### config.mk
export PLATFORM = sky130hd
export DESIGN_NAME = stack_alu
export DESIGN_NICKNAME = d
export VERILOG_FILES = /design/src/rtl/stack_alu.sv
export SDC_FILE = /design/constraint.sdc
export NUM_CORES = 1
export LEC_CHECK = 0
export ABC_AREA = 1
export CAP_MARGIN = 20
export CORE_ASPECT_RATIO = 1.5
export CORE_MARGIN = 2
export CORE_UTILIZATION = 60
export DETAILED_ROUTE_END_ITERATION = 8
export HOLD_SLACK_MARGIN = 0.05
export PLACE_DENSITY = 0.82
export RECOVER_POWER = 50
export SLEW_MARGIN = 0
export SYNTH_ARGS = -nofsm -noshare
export SYNTH_HDL_FRONTEND = slang
export SYNTH_SLANG_ARGS = --single-unit
### constraint.sdc
create_clock -name clk -period 14.8 [get_ports clk]
set_input_delay 2.96 -clock clk [delete_from_list [all_inputs] [get_ports clk]]
set_output_delay 2.96 -clock clk [all_outputs]
set_load 0.01 [all_outputs]
### src/rtl/stack_alu.sv
// Stack ALU: 1-cycle R1/R2/ADD/SUB/MUL, WIDTH-cycle restoring DIV, valid/ready on both sides.
// A held result (out_valid && !out_ready) blocks new requests and freezes every output.
module stack_alu #(
    parameter int WIDTH = 16
) (
    input  logic             clk,
    input  logic             rst,
    input  logic             in_valid,
    output logic             in_ready,
    input  logic [3:0]       func,
    input  logic [WIDTH-1:0] i0,
    input  logic [WIDTH-1:0] i1,
    output logic             out_valid,
    input  logic             out_ready,
    output logic [WIDTH-1:0] o0,
    output logic [WIDTH-1:0] o1,
    output logic             div_zero,
    output logic             bad_func
);

    typedef enum logic {S_IDLE, S_DIV} state_t;

    localparam logic [3:0] F_R1  = 4'd0;
    localparam logic [3:0] F_R2  = 4'd1;
    localparam logic [3:0] F_ADD = 4'd2;
    localparam logic [3:0] F_SUB = 4'd3;
    localparam logic [3:0] F_MUL = 4'd4;
    localparam logic [3:0] F_DIV = 4'd5;
    localparam logic [WIDTH-1:0] CNT_LAST = WIDTH'(WIDTH - 1);

    state_t           state_q, state_d;
    logic [WIDTH-1:0] cnt_q, cnt_d;
    logic [WIDTH-1:0] quo_q, quo_d;
    logic [WIDTH-1:0] rem_q, rem_d;
    logic [WIDTH-1:0] dvs_q, dvs_d;
    logic             out_valid_q, out_valid_d;
    logic [WIDTH-1:0] o0_q, o0_d;
    logic [WIDTH-1:0] o1_q, o1_d;
    logic             div_zero_q, div_zero_d;
    logic             bad_func_q, bad_func_d;

    logic             accept;
    logic [2*WIDTH-1:0] prod;
    logic [WIDTH:0]   trial;
    logic [WIDTH:0]   diff;
    logic             q_bit;
    logic [WIDTH-1:0] rem_nx;
    logic [WIDTH-1:0] quo_nx;

    always_ff @(posedge clk) begin
        if (rst) begin
            state_q     <= S_IDLE;
            cnt_q       <= '0;
            quo_q       <= '0;
            rem_q       <= '0;
            dvs_q       <= '0;
            out_valid_q <= 1'b0;
            o0_q        <= '0;
            o1_q        <= '0;
            div_zero_q  <= 1'b0;
            bad_func_q  <= 1'b0;
        end else begin
            state_q     <= state_d;
            cnt_q       <= cnt_d;
            quo_q       <= quo_d;
            rem_q       <= rem_d;
            dvs_q       <= dvs_d;
            out_valid_q <= out_valid_d;
            o0_q        <= o0_d;
            o1_q        <= o1_d;
            div_zero_q  <= div_zero_d;
            bad_func_q  <= bad_func_d;
        end
    end

    always_comb begin
        state_d = state_q;
        case (state_q)
            S_IDLE: if (accept && func == F_DIV && i1 != '0) state_d = S_DIV;
            S_DIV:  if (cnt_q == CNT_LAST) state_d = S_IDLE;
            default: state_d = S_IDLE;
        endcase
    end

    always_comb begin
        in_ready  = !rst && (state_q == S_IDLE) && (!out_valid_q || out_ready);
        accept    = in_valid && in_ready;
        out_valid = out_valid_q;
        o0        = o0_q;
        o1        = o1_q;
        div_zero  = div_zero_q;
        bad_func  = bad_func_q;
    end

    assign prod = {{WIDTH{1'b0}}, i0} * {{WIDTH{1'b0}}, i1};

    // Partial remainder stays below the divisor, so no borrow out of bit WIDTH means trial >= divisor.
    assign trial  = {rem_q, quo_q[WIDTH-1]};
    assign diff   = trial - {1'b0, dvs_q};
    assign q_bit  = !diff[WIDTH];
    assign rem_nx = q_bit ? diff[WIDTH-1:0] : trial[WIDTH-1:0];
    assign quo_nx = {quo_q[WIDTH-2:0], q_bit};

    always_comb begin
        cnt_d       = cnt_q;
        quo_d       = quo_q;
        rem_d       = rem_q;
        dvs_d       = dvs_q;
        out_valid_d = out_valid_q;
        o0_d        = o0_q;
        o1_d        = o1_q;
        div_zero_d  = div_zero_q;
        bad_func_d  = bad_func_q;
        if (accept) begin
            out_valid_d = 1'b1;
            o1_d        = '0;
            div_zero_d  = 1'b0;
            bad_func_d  = 1'b0;
            case (func)
                F_R1:  o0_d = i0;
                F_R2:  o0_d = i1;
                F_ADD: o0_d = i0 + i1;
                F_SUB: o0_d = i0 - i1;
                F_MUL: begin
                    o0_d = prod[WIDTH-1:0];
                    o1_d = prod[2*WIDTH-1:WIDTH];
                end
                F_DIV: begin
                    if (i1 == '0) begin
                        o0_d       = '1;
                        o1_d       = i0;
                        div_zero_d = 1'b1;
                    end else begin
                        // Old result registers stay untouched until the quotient is ready.
                        out_valid_d = 1'b0;
                        o0_d        = o0_q;
                        o1_d        = o1_q;
                        div_zero_d  = div_zero_q;
                        bad_func_d  = bad_func_q;
                        quo_d       = i0;
                        rem_d       = '0;
                        dvs_d       = i1;
                        cnt_d       = '0;
                    end
                end
                default: begin
                    o0_d       = '0;
                    bad_func_d = 1'b1;
                end
            endcase
        end else if (state_q == S_DIV) begin
            quo_d = quo_nx;
            rem_d = rem_nx;
            cnt_d = cnt_q + 1'b1;
            if (cnt_q == CNT_LAST) begin
                cnt_d       = '0;
                out_valid_d = 1'b1;
                o0_d        = quo_nx;
                o1_d        = rem_nx;
                div_zero_d  = 1'b0;
                bad_func_d  = 1'b0;
            end
        end else if (out_valid_q && out_ready) begin
            out_valid_d = 1'b0;
        end
    end

endmodule
==> results of run 1 <==
[final cells by class]
type                       count  area, sq um  area share, %
clock buffer                  11        242.7          1.377
inverter                     552         2073          11.76
clock inverter                 5        45.04         0.2556
multi-input combinational   1717        11900          67.53
sequential                   100         2002          11.36
timing repair buffer          98        932.1          5.289
tap                          342        427.9          2.428
[layer usage]
metal	part of all wire, %	routed length [microns]	vias to the layer above	track usage [%]
met5	0.016	9	-	0
met4	9.5	5177	2	30.16
met3	7.9	4310	280	5.767
met2	48	26390	786	67.84
met1	34	18780	7612	42.47
li1	-	-	7529	-
[power groups by stage]
stage	sequential [W]	clock (W)	combinational [W]
finish	0.000315	0.000234	0.00350
global route	0.000318	0.000244	0.00394
CTS	0.000315	0.000234	0.00346
detailed placement	0.000321	0	0.00343
global placement	0.000320	0	0.00339
floorplan	0.000322	0	0.00250
[worst register-to-register path: stages (launching register included)]
cell	delay (ns)
dfxtp_1	0.35
inv_1	0.07
o21ai_0	0.12
nor2_4	0.20
nand2_1	1.23
nor2_8	0.91
nand2_1	0.83
nand3_2	0.31
clkbuf_1	1.22
a21oi_1	0.28
nand3_1	0.26
nor2b_1	0.14
[stage by stage]
stage	std cells	worst slack (ns)	area (sq um)	power [W]
after floorplan	2474	6.606	16440	0.002820
after global placement	2808	5.393	17350	0.003710
after detailed placement	2808	5.323	17350	0.003750
after CTS	2824	5.646	17630	0.004010
after global routing	2825	2.766	17620	0.004506
final	2825	3.285	17620	0.004049
[worst paths after layout]
| kind | start | end | slack [ns] | depth (start not counted) |
|---|---|---|---|---|
| worst max-delay path | rst | rem_q[3] | 3.29 | 11 |
| worst min-delay path | dvs_q[7] | dvs_q[7] | 0.47 | 2 |
| worst max register to register | out_valid | o1[6] | 8.83 | 11 |
| worst min register to register | dvs_q[7] | dvs_q[7] | 0.47 | 2 |
[Yosys cell counts (66+ instances only)]
| cell | count |
|---|---|
| nand2_1 | 711 |
| clkbuf_1 | 66 |
| o21ai_0 | 100 |
| a21oi_1 | 151 |
| inv_1 | 546 |
| nand3_1 | 123 |
| ha_1 | 138 |
| dfxtp_1 | 100 |
| nor2_1 | 122 |
| fa_1 | 196 |
[cells by family (layout without fill, tap and decap cells)]
| kind of cell | count (synthesis) | after routing | synth area share [%] |
|---|---|---|---|
| AO/OA/AOI/OAI | 320 | 320 | 10.58 |
| XOR/XNOR | 29 | 29 | 1.545 |
| adder cells (fa/ha/maj) | 334 | 334 | 34.36 |
| buffers and inverters | 657 | 666 | 15.30 |
| flip-flops | 100 | 100 | 12.17 |
| AND/OR/NAND/NOR | 1034 | 1034 | 26.04 |
[registers in the layout, summed over array words and instances (netlist names)]
register,flops
cnt_q,16
dvs_q,16
o0,16
o1,16
quo_q,16
rem_q,16
bad_func,1
div_zero,1
out_valid,1
state_q,1
==> results.cfg, run 1 <==
[final_layout]
final_common_cell = nand2_1
post-route-util_pct = 64.96
final_cell_mix = nand2_1, inv_1, fa_1
layout.nets = 2852
nFillCells = 2508
n_antenna_cell = 0
syn_to_final_growth_pct = 7.176
drive_gt1_share_pct = 2.376

[clocking]
post_cts_buffers = 0
cts_num_sinks = 100
clkSlewWorstSetupHoldPaths_ns = 0.07
clockBufferDepth = 2
cts_buffers = 9
clkLatencyLatePin_ns = 0.35
htreeDepth = 3
cts_resized = 0
hold_buffers = 0
cts_root_buffer = clkbuf_16
cts_tree = built

[worst_setup_path]
cp.arrival_ns = 11.78
worst_path_max_delay_cell = clkinvlp_2
cp_common_cell = nand2_1
cp_top_family = buffers and inverters
cp_max_fo = 72
end_kind = flop
critical_path_class = input port to flop
crit_chain = dlygate4sd3_1, clkinvlp_2, o21ai_0, nor2_4, nand2_1, inv_1, nand2_1, nand2_1, nor2_2, inv_1, o21ai_0
crit_required_ns = 15.07
cp-start-kind = input port
crit_path_max_incr_delay_ns = 2.09
crit_buf_inv = 4

[timing]
fin_crit_sh_pct = 77.80
slew_headroom_pct = -65.51
final.setup.tns_ns = 0
timing.fmax_mhz = 86.84
fin_skew_ns = 0.01152
slew_viol_final = 157
finalHoldWorstSlack_ns = 0.4656
period_needed_ns = 11.51
timing_hold_violations_final = 0
worstMarginPinSlew_ns = 2.469
rsz0062_at_grt = no
finalSetupViolCount = 0

[synthesis]
synth-seq-area-share_pct = 12.17
yosysTopAreaCell = fa_1
syn_inst = 2474
async_reset_ff_share_pct = 0
synth.net_count = 2848
netlist_area_sq_um = 16440
syn_avg_cell_area_sq_um = 6.646
synth_warnings = 0
synth_edf_count = 0
yosysTopAreaCellShare_pct = 23.86
ys_top_cells_by_area = fa_1, nand2_1, inv_1
yosysUniqueCellTypes = 48
synth_flop_cell = dfxtp_1
ys_seq_elements = 100

[detailed_routing]
routed_wl_mm = 54.66
drcViolationCount = 0
vias_per_cell = 5.738
drtIter0Drc = 1169
route.vias.total = 16210
post_drt_wl_per_cell_microns = 19.35
drtPass1Iterations = 7
antenna_left = 0

[global_route]
grt_start_max_net_pins = 73
grt_pass1_vias = 16780
overflow = 0
grt_pass1_wl_mm = 87.00
groute.usage.overall_pct = 38.79
antenna_found_initial = 1

[pwr]
clkPwrFrac_pct = 5.8
leakagePower_nw = 9.888
switching_power_w = 0.002451
power_frac_seq_pct = 7.8
peakVddDrop_mv = 0.3220
p_sw_share_pct = 60.54
power_frac_comb_pct = 86.4
p_per_area_nw_per_um2 = 229.8
p_int_w = 0.001598

[place]
place.gp.congestion = 1.016
port_buffers = 75
place_hpwl_mm = 41.40

[floorplanning]
placementRows = 74
io_pins = 76
die_h_microns = 206.8
die_area_sq_um = 28770
start_util_pct = 60.61
die_w_microns = 139.2
core_sq_um = 27130

[outcome]
status = finished, violations left
violations = capacitance limit, slew limit

[worst_hold_path]
hold_class = flop to flop

[job]
max_cap_violations = 3
Power figures use the tool's default switching activity.
==> run 2, diff against run 1 <==
- clock period: 14.8 -> 11.3 ns (I/O delays scaled with it)
==> results.cfg, run 2 (synthesized netlist as in run 1, its figures left out) <==
[worst_setup_path]
reg2reg_to = o1[1]
crit_required_ns = 11.52
cp-start-kind = input port
crit_path_start = rst
cp.arrival_ns = 9.66
cp_max_fo = 72
critical_path_class = input port to flop
endpoint = o1[1]
reg2reg_slack_ns = 7.02
end_kind = flop
r2r_start = out_valid
worst-r2r-cell-count = 11

[final_layout]
layout.nets = 2850
syn_to_final_growth_pct = 7.244
final_common_cell = nand2_1
layout.cells.non_filler = 2823
drive_gt1_share_pct = 2.418
multiInputGateArea_sq_um = 11920
design_area_sq_um = 17630
regArea_sq_um = 2002
n_antenna_cell = 0
final_cell_mix = nand2_1, inv_1, fa_1
nFillCells = 2538

[floorplanning]
die_h_microns = 206.8
die_area_sq_um = 28770
io_pins = 76
die_w_microns = 139.2
core_sq_um = 27130
placementRows = 74
start_util_pct = 60.61

[job]
max_cap_violations = 1

[place]
port_buffers = 75
place.gp.congestion = 1.029
place_area_sq_um = 17330
place_hpwl_mm = 40.89
post-place-ws_ns = 2.521
dp.cells = 2806

[detailed_routing]
post_drt_wl_per_cell_microns = 19.10
drtIter0Drc = 1251
routed_wl_mm = 53.93
drcViolationCount = 0
route.vias.total = 16190
drtPass1Iterations = 5
vias_per_cell = 5.735
antenna_left = 0

[global_route]
gr-usage-met1_pct = 40.29
top_usage_layer = met2
overflow = 0
grt_pass1_vias = 16760
grt_pass1_wl_mm = 85.28
groute.usage.overall_pct = 38.11
grt_start_max_net_pins = 73
antenna_found_initial = 1
use_met2_pct = 67.80
met3_usage_pct = 5.952

[clocking]
cts_resized = 0
hold_buffers = 0
post_cts_buffers = 0
clockBufferDepth = 2
cts_tree = built
clkSlewWorstSetupHoldPaths_ns = 0.08
cts_root_buffer = clkbuf_16
cts_buffers = 9
htreeDepth = 3
cts_num_sinks = 100
clkLatencyLatePin_ns = 0.36

[timing]
timing_hold_violations_final = 0
timing.fmax_mhz = 105.8
setup_slack_ns = 1.851
fin_skew_ns = 0.01213
final.setup.tns_ns = 0
period_needed_ns = 9.449
slew_headroom_pct = -60.26
finalSetupViolCount = 0
slew_viol_final = 73
fin_crit_sh_pct = 83.62
finalHoldWorstSlack_ns = 0.4629
rsz0062_at_grt = no
worstMarginPinSlew_ns = 2.391

[outcome]
status = finished, violations left
violations = capacitance limit, slew limit

[worst_hold_path]
hold_class = flop to flop

[pwr]
p_per_area_nw_per_um2 = 299.2
leakagePower_nw = 9.896
peakVddDrop_mv = 0.3508
[run 2: area by class of cell]
cell class	count	share of cell area (%)
flip-flops and latches	100	11.35
well taps	342	2.427
clock inverters	6	0.4328
inverters	552	11.76
clock buffers	10	1.298
multi-input cells	1717	67.60
repair buffers	96	5.130
[run 2: per-stage QoR]
| step | total power (W) | util [%] |
|---|---|---|
| floorplan | 0.003694 | - |
| global placement | 0.004846 | 63.88 |
| detailed placement | 0.004894 | 63.88 |
| CTS | 0.005254 | 65.01 |
| global route | 0.005955 | 65.00 |
| finish | 0.005276 | 65.00 |
[run 2: per-layer routing]
metal / up-vias / wire [microns]
li1: 7537 / -
met1: 7647 / 18620
met2: 715 / 26160
met3: 289 / 3908
met4: 2 / 5229
met5: - / 14
[run 2: worst min path at each step]
stage                   start        end  slack (ns)  cells past startpoint
floorplan           dvs_q[10]  dvs_q[10]        0.43                      2
global placement    dvs_q[14]  dvs_q[14]        0.44                      2
detailed placement  dvs_q[14]  dvs_q[14]        0.45                      2
CTS                 dvs_q[14]  dvs_q[14]        0.46                      2
global route        dvs_q[15]  dvs_q[15]        0.48                      2
finish              dvs_q[14]  dvs_q[14]        0.46                      2
[run 2: critical path, cell delays in order]
cell           delay, ns
dlygate4sd3_1       0.99
clkinvlp_2          2.07
o21ai_0             0.88
nor2_4              0.07
nand2_4             0.52
nor2_8              0.16
nand2_2             0.54
nand3_2             0.76
inv_2               0.85
o21ai_0             0.24
nor2_1              0.14
a21oi_1             0.08
[run 2: power by group]
part	leakage (nW)	switching, W	internal (W)	total, W
Combinational	8.93	0.00299	0.00155	0.00453
Clock	0.150	0.000151	0.000177	0.000327
Sequential	0.815	0.0000249	0.000389	0.000414
Total	9.90	0.00316	0.00211	0.00528
==> run 3, diff against run 2 <==
- CORE_UTILIZATION: 60 -> 58
- PLACE_DENSITY: 0.82 -> 0.83
- clock period: 11.3 -> 8.06 ns (I/O delays scaled with it)
==> results.cfg, run 3 (synthesized netlist as in run 1, its figures left out) <==
[clocking]
post_cts_buffers = 0
htreeDepth = 3
hold_buffers = 0
cts_root_buffer = clkbuf_16
clkSlewWorstSetupHoldPaths_ns = 0.07
cts_resized = 0
clockBufferDepth = 2
cts_buffers = 9
clkLatencyLatePin_ns = 0.36
cts_tree = built
cts_num_sinks = 100

[floorplanning]
core_sq_um = 27960
start_util_pct = 58.80
placementRows = 75
io_pins = 76
die_w_microns = 141.5
die_area_sq_um = 29740
die_h_microns = 210.2

[final_layout]
layout.nets = 2882
layout.cells.non_filler = 2861
drive_gt1_share_pct = 3.661
final_common_cell = nand2_1
final_cell_mix = nand2_1, inv_1, fa_1
syn_to_final_growth_pct = 8.431
nFillCells = 2571

[detailed_routing]
wl_met1_mm = 18.78
drtIter0Drc = 1319
routed.top_layer = met5
vias_per_cell = 5.805
route.vias.total = 16610
routed-wl-met2_mm = 26.26
antenna_left = 0
post_drt_wl_per_cell_microns = 19.06
drcViolationCount = 0
routed_wl_mm = 54.54
met3_length_mm = 4.695
drtPass1Iterations = 6

[timing]
slew_viol_final = 73
rsz0062_at_grt = no
period_needed_ns = 7.540
finalHoldWorstSlack_ns = 0.4718
setup_slack_ns = 0.5204
timing.fmax_mhz = 132.6
fin_crit_sh_pct = 93.54
fin_skew_ns = 0.007677
finalSetupViolCount = 0
timing_hold_violations_final = 0
slew_headroom_pct = -35.43
worstMarginPinSlew_ns = 2.026
final.setup.tns_ns = 0

[place]
place_hpwl_mm = 43.36
place.gp.congestion = 1.016
dp.cells = 2843
port_buffers = 75
post-place-ws_ns = 0.3000

[worst_setup_path]
cp_common_cell = buf_4
cp_max_fo = 72
worst_path_max_delay_cell = nor2_1
reg2reg_to = rem_q[3]
worst-r2r-cell-count = 10
endpoint = o1[8]
crit_required_ns = 8.37
cp-start-kind = input port
end_kind = flop
r2r_start = out_valid
critical_path_class = input port to flop
crit_path_start = rst
cp.arrival_ns = 7.85
reg2reg_slack_ns = 3.02
crit_path_max_incr_delay_ns = 1.69
crit_chain = dlygate4sd3_1, inv_4, o21ai_0, nor2_4, nand2_1, nor2_1, nand2_2, buf_4, nand3_2, buf_4, a21oi_1, nand3_1, and2_1

[pwr]
peakVddDrop_mv = 0.4549
p_per_area_nw_per_um2 = 418.1
leakagePower_nw = 10.01
finalPower_w = 0.007455

[worst_hold_path]
whs_path_depth = 2
hold_class = flop to flop

[global_route]
groute.usage.overall_pct = 37.68
overflow = 0
grt_pass1_wl_mm = 86.77
antenna_found_initial = 1
grt_pass1_vias = 16800
grt_start_max_net_pins = 73

[job]
max_cap_violations = 2

[outcome]
violations = capacitance limit, slew limit
status = finished, violations left
-- run 3: changes by cell type in the layout (fill, tap and decap cells not counted), sizes merged --
cell    change
buf        +33
diode       +2
inv         -2
clkbuf      -1
clkinv      +3
bufinv      -1
-- run 3: power by group --
part           switching [W]  total, W  internal (W)
clock network       0.000209  0.000419      0.000210
registers          0.0000425  0.000588      0.000546
logic                0.00426   0.00645       0.00219
-- run 3: final cells by class --
type | count | area (sq um) | area share (%)
Antenna cell | 2 | 5.005 | 0.02807
Timing Repair Buffer | 128 | 1149 | 6.442
Inverter | 552 | 2074 | 11.64
Clock buffer | 10 | 229.0 | 1.284
Multi-Input combinational cell | 1717 | 11900 | 66.73
Sequential cell | 100 | 2002 | 11.23
Tap cell | 346 | 432.9 | 2.428
Clock inverter | 6 | 40.04 | 0.2246
-- run 3: per-layer routing --
metal  GRT usage (%)  vias up
met5               0        -
met4           27.59        2
met3           6.043      323
met2           64.78      932
met1           41.94     7768
li1                -     7582
-- run 3: worst max-delay path, delay by kind of cell --
family	cells	cell delay [ns]
buffers and inverters	4	2.18
AOI/OAI and AO/OA	2	0.50
and+or+nand+nor	7	3.50
-- run 3: worst min-delay path by stage --
stage / start / endpoint
6_report: dvs_q[13] / dvs_q[13]
4_1_cts: dvs_q[13] / dvs_q[13]
3_5_place_dp: dvs_q[8] / dvs_q[8]
3_3_place_gp: cnt_q[14] / cnt_q[14]
5_1_grt: cnt_q[14] / cnt_q[14]
2_1_floorplan: dvs_q[10] / dvs_q[10]
-- run 3: stage by stage --
stage / utilization (%) / instance area [sq um]
after global routing: 63.74 / 17820
after floorplan: - / 16440
final: 63.76 / 17830
after detailed placement: 62.88 / 17580
after global placement: 62.88 / 17580
after CTS: 63.84 / 17850
==> patch (settings of run 2) <==
Change the parameter `WIDTH` from 16 to 18.
--- a/src/rtl/stack_alu.sv
+++ b/src/rtl/stack_alu.sv
@@ -2,5 +2,5 @@
 // A held result (out_valid && !out_ready) blocks new requests and freezes every output.
 module stack_alu #(
-    parameter int WIDTH = 16
+    parameter int WIDTH = 18
 ) (
     input  logic             clk,
Interface: changed (resized i0, i1, o0 and o1); port bits go from 76 to 84. No check against the original RTL was run, so the function may have changed too.
==> patch against run 2 <==
The flow still finishes with violations (capacitance limit, slew limit). Worst setup slack improved by 14 ps. Sequential cell count increased by 12. Power increased by 15%. Clock skew increased by 2.2 ps. Cell area increased by 20%. Die area increased by 20%. Sequential share of layout area decreased by 0.74 points. Routed wire length increased by 20%. Synthesized area increased by 20%. Register-to-register slack got worse by 2400 ps. Highest routed layer is now met4.
==> patch: results (changes against run 2) <==
Status -> finished with violations
Failing checks -> capacitance limit, slew limit
Via/cell ratio -> 5.71 (-0.42%)
Post-CTS Setup Inserts -> 0 (unchanged)
Fin. max-slew vios -> 123 (+68%)
Syn Nets -> 3,423 (+20%)
DP Worst Slack -> 2680 ps (+160 ps)
DP HPWL -> 49.6 mm (+21%)
Worst-path clk slew -> 90 ps
Slowest cell on the critical path -> nand2_1
DRT Wirelength -> 64.9 mm (+20%)
Placer congestion estimate -> 0.995 (-3.2%)
Nets -> 3,427 (+20%)
First-pass GRT wire length -> 103 mm (+21%)
Synth cell types -> 47 (-2.1%)
Largest net degree at the start of global routing -> 88 (+21%)
Share of the yosys chip area belonging to registers -> 11.4% (-0.81 points)
PortBufs -> 83 (+11%)
Initial antenna violation count -> 0 (-1)
Layout Utilization -> 64.9% (about the same)
Vias in the first global route -> 20,000 (+19%)
CTS H-tree depth -> 3 (unchanged)
CP max FO -> 60 (-17%)
Top cells by count, synth -> 857 x nand2_1, 679 x inv_1, 258 x fa_1, 186 x a21oi_1, 155 x nor2_1
Leakage -> 11.9 nW (+21%)
Post-synth EDFFs -> 0 (unchanged)
DRT iter0 DRCs -> 1,410 (+13%)
# fillers -> 2,993 (+18%)
Slew @ Worst Pin -> 2140 ps (-250 ps)
Global-route usage over all layers -> 38.1% (about the same)
First-pass DRT Iterations -> 8 (+3)
WL/cell -> 19.1 microns (about the same)
CTS Root Cell -> clkbuf_16
Worst EP arrival -> 9690 ps (+30 ps)
Ys Warns -> 0 (unchanged)
Area post-placement -> 0.0208 sq mm (+20%)
Mean Syn Cell Area -> 6.64 sq um (-0.10%)
Crit-path max cell delay -> 1530 ps (-540 ps)
Hold crit path type -> reg2reg
Inserted Clock Buffers -> 9 (unchanged)
Deepest clock path buffer count -> 2 (unchanged)
Clk Latency, worst-skew pair -> 380 ps (+20 ps)
Synth top area cells -> fa_1 26%, nand2_1 16%, inv_1 13%, dfxtp_1 11%, ha_1 9.4%
Layout cells sized above 1 -> 2.52% (+0.098 points)
Max-Cap Viols -> 3 (+2)
Post-cts resize count -> 0 (unchanged)
Ant diodes -> 0 (unchanged)
Clock Skew -> 14.4 ps (+2.24 ps)
Synth Flop Type -> dfxtp_1
Worst vdd ir -> 261 uV (-26%)
Ys async rst share -> 0% (unchanged)
patch: layout make-up:
cell class | count | area share [%]
well taps | 415 | 2.46
flip-flops and latches | 112 | 10.6
repair buffers | 120 | 5.37
multi-input cells | 2046 | 67.9
clock inverters | 7 | 0.403
clock buffers | 9 | 1.07
inverters | 687 | 12.2
patch: critical path, delay by kind of cell:
| family | cells | cell delay (ps) |
|---|---|---|
| buffers and inverters | 3 | 2460 |
| AO/OA/AOI/OAI | 3 | 600 |
| AND/OR/NAND/NOR | 6 | 4300 |
patch: logic make-up after synthesis:
group	after synthesis	share of synthesized area, %
XOR/XNOR	32	1.42
AO/OA/AOI/OAI	374	10.2
flip-flops	112	11.4
adder cells (fa/ha/maj)	407	35.6
buffers and inverters	814	15.8
AND/OR/NAND/NOR	1233	25.6
patch: power by group:
group          internal, W  total, W  switching (W)  leakage (nW)
clock             0.000159  0.000337       0.000177         0.152
combinational      0.00181   0.00530        0.00348          10.9
sequential        0.000412  0.000427      0.0000142         0.910
total              0.00238   0.00606        0.00368          11.9
patch: final timing paths:
| check | start | end | slack [ps] | depth (start not counted) |
|---|---|---|---|---|
| max | rst | o1[14]$_SDFFE_PP0P_ | 1870 | 12 |
| min | dvs_q[9]$_SDFFE_PP0P_ | dvs_q[9]$_SDFFE_PP0P_ | 470 | 2 |
| max reg2reg | out_valid$_SDFFE_PP0P_ | o1[14]$_SDFFE_PP0P_ | 4610 | 11 |
| min reg2reg | dvs_q[9]$_SDFFE_PP0P_ | dvs_q[9]$_SDFFE_PP0P_ | 470 | 2 |
patch: per-layer routing:
metal | part of all wire (%) | GRT usage (%) | up-vias
li1 | - | - | 8969
met1 | 36 | 43.3 | 9119
met2 | 49 | 66.6 | 1012
met3 | 8.1 | 5.35 | 295
met4 | 7.6 | 25.7 | 0
met5 | 0 | 0 | -
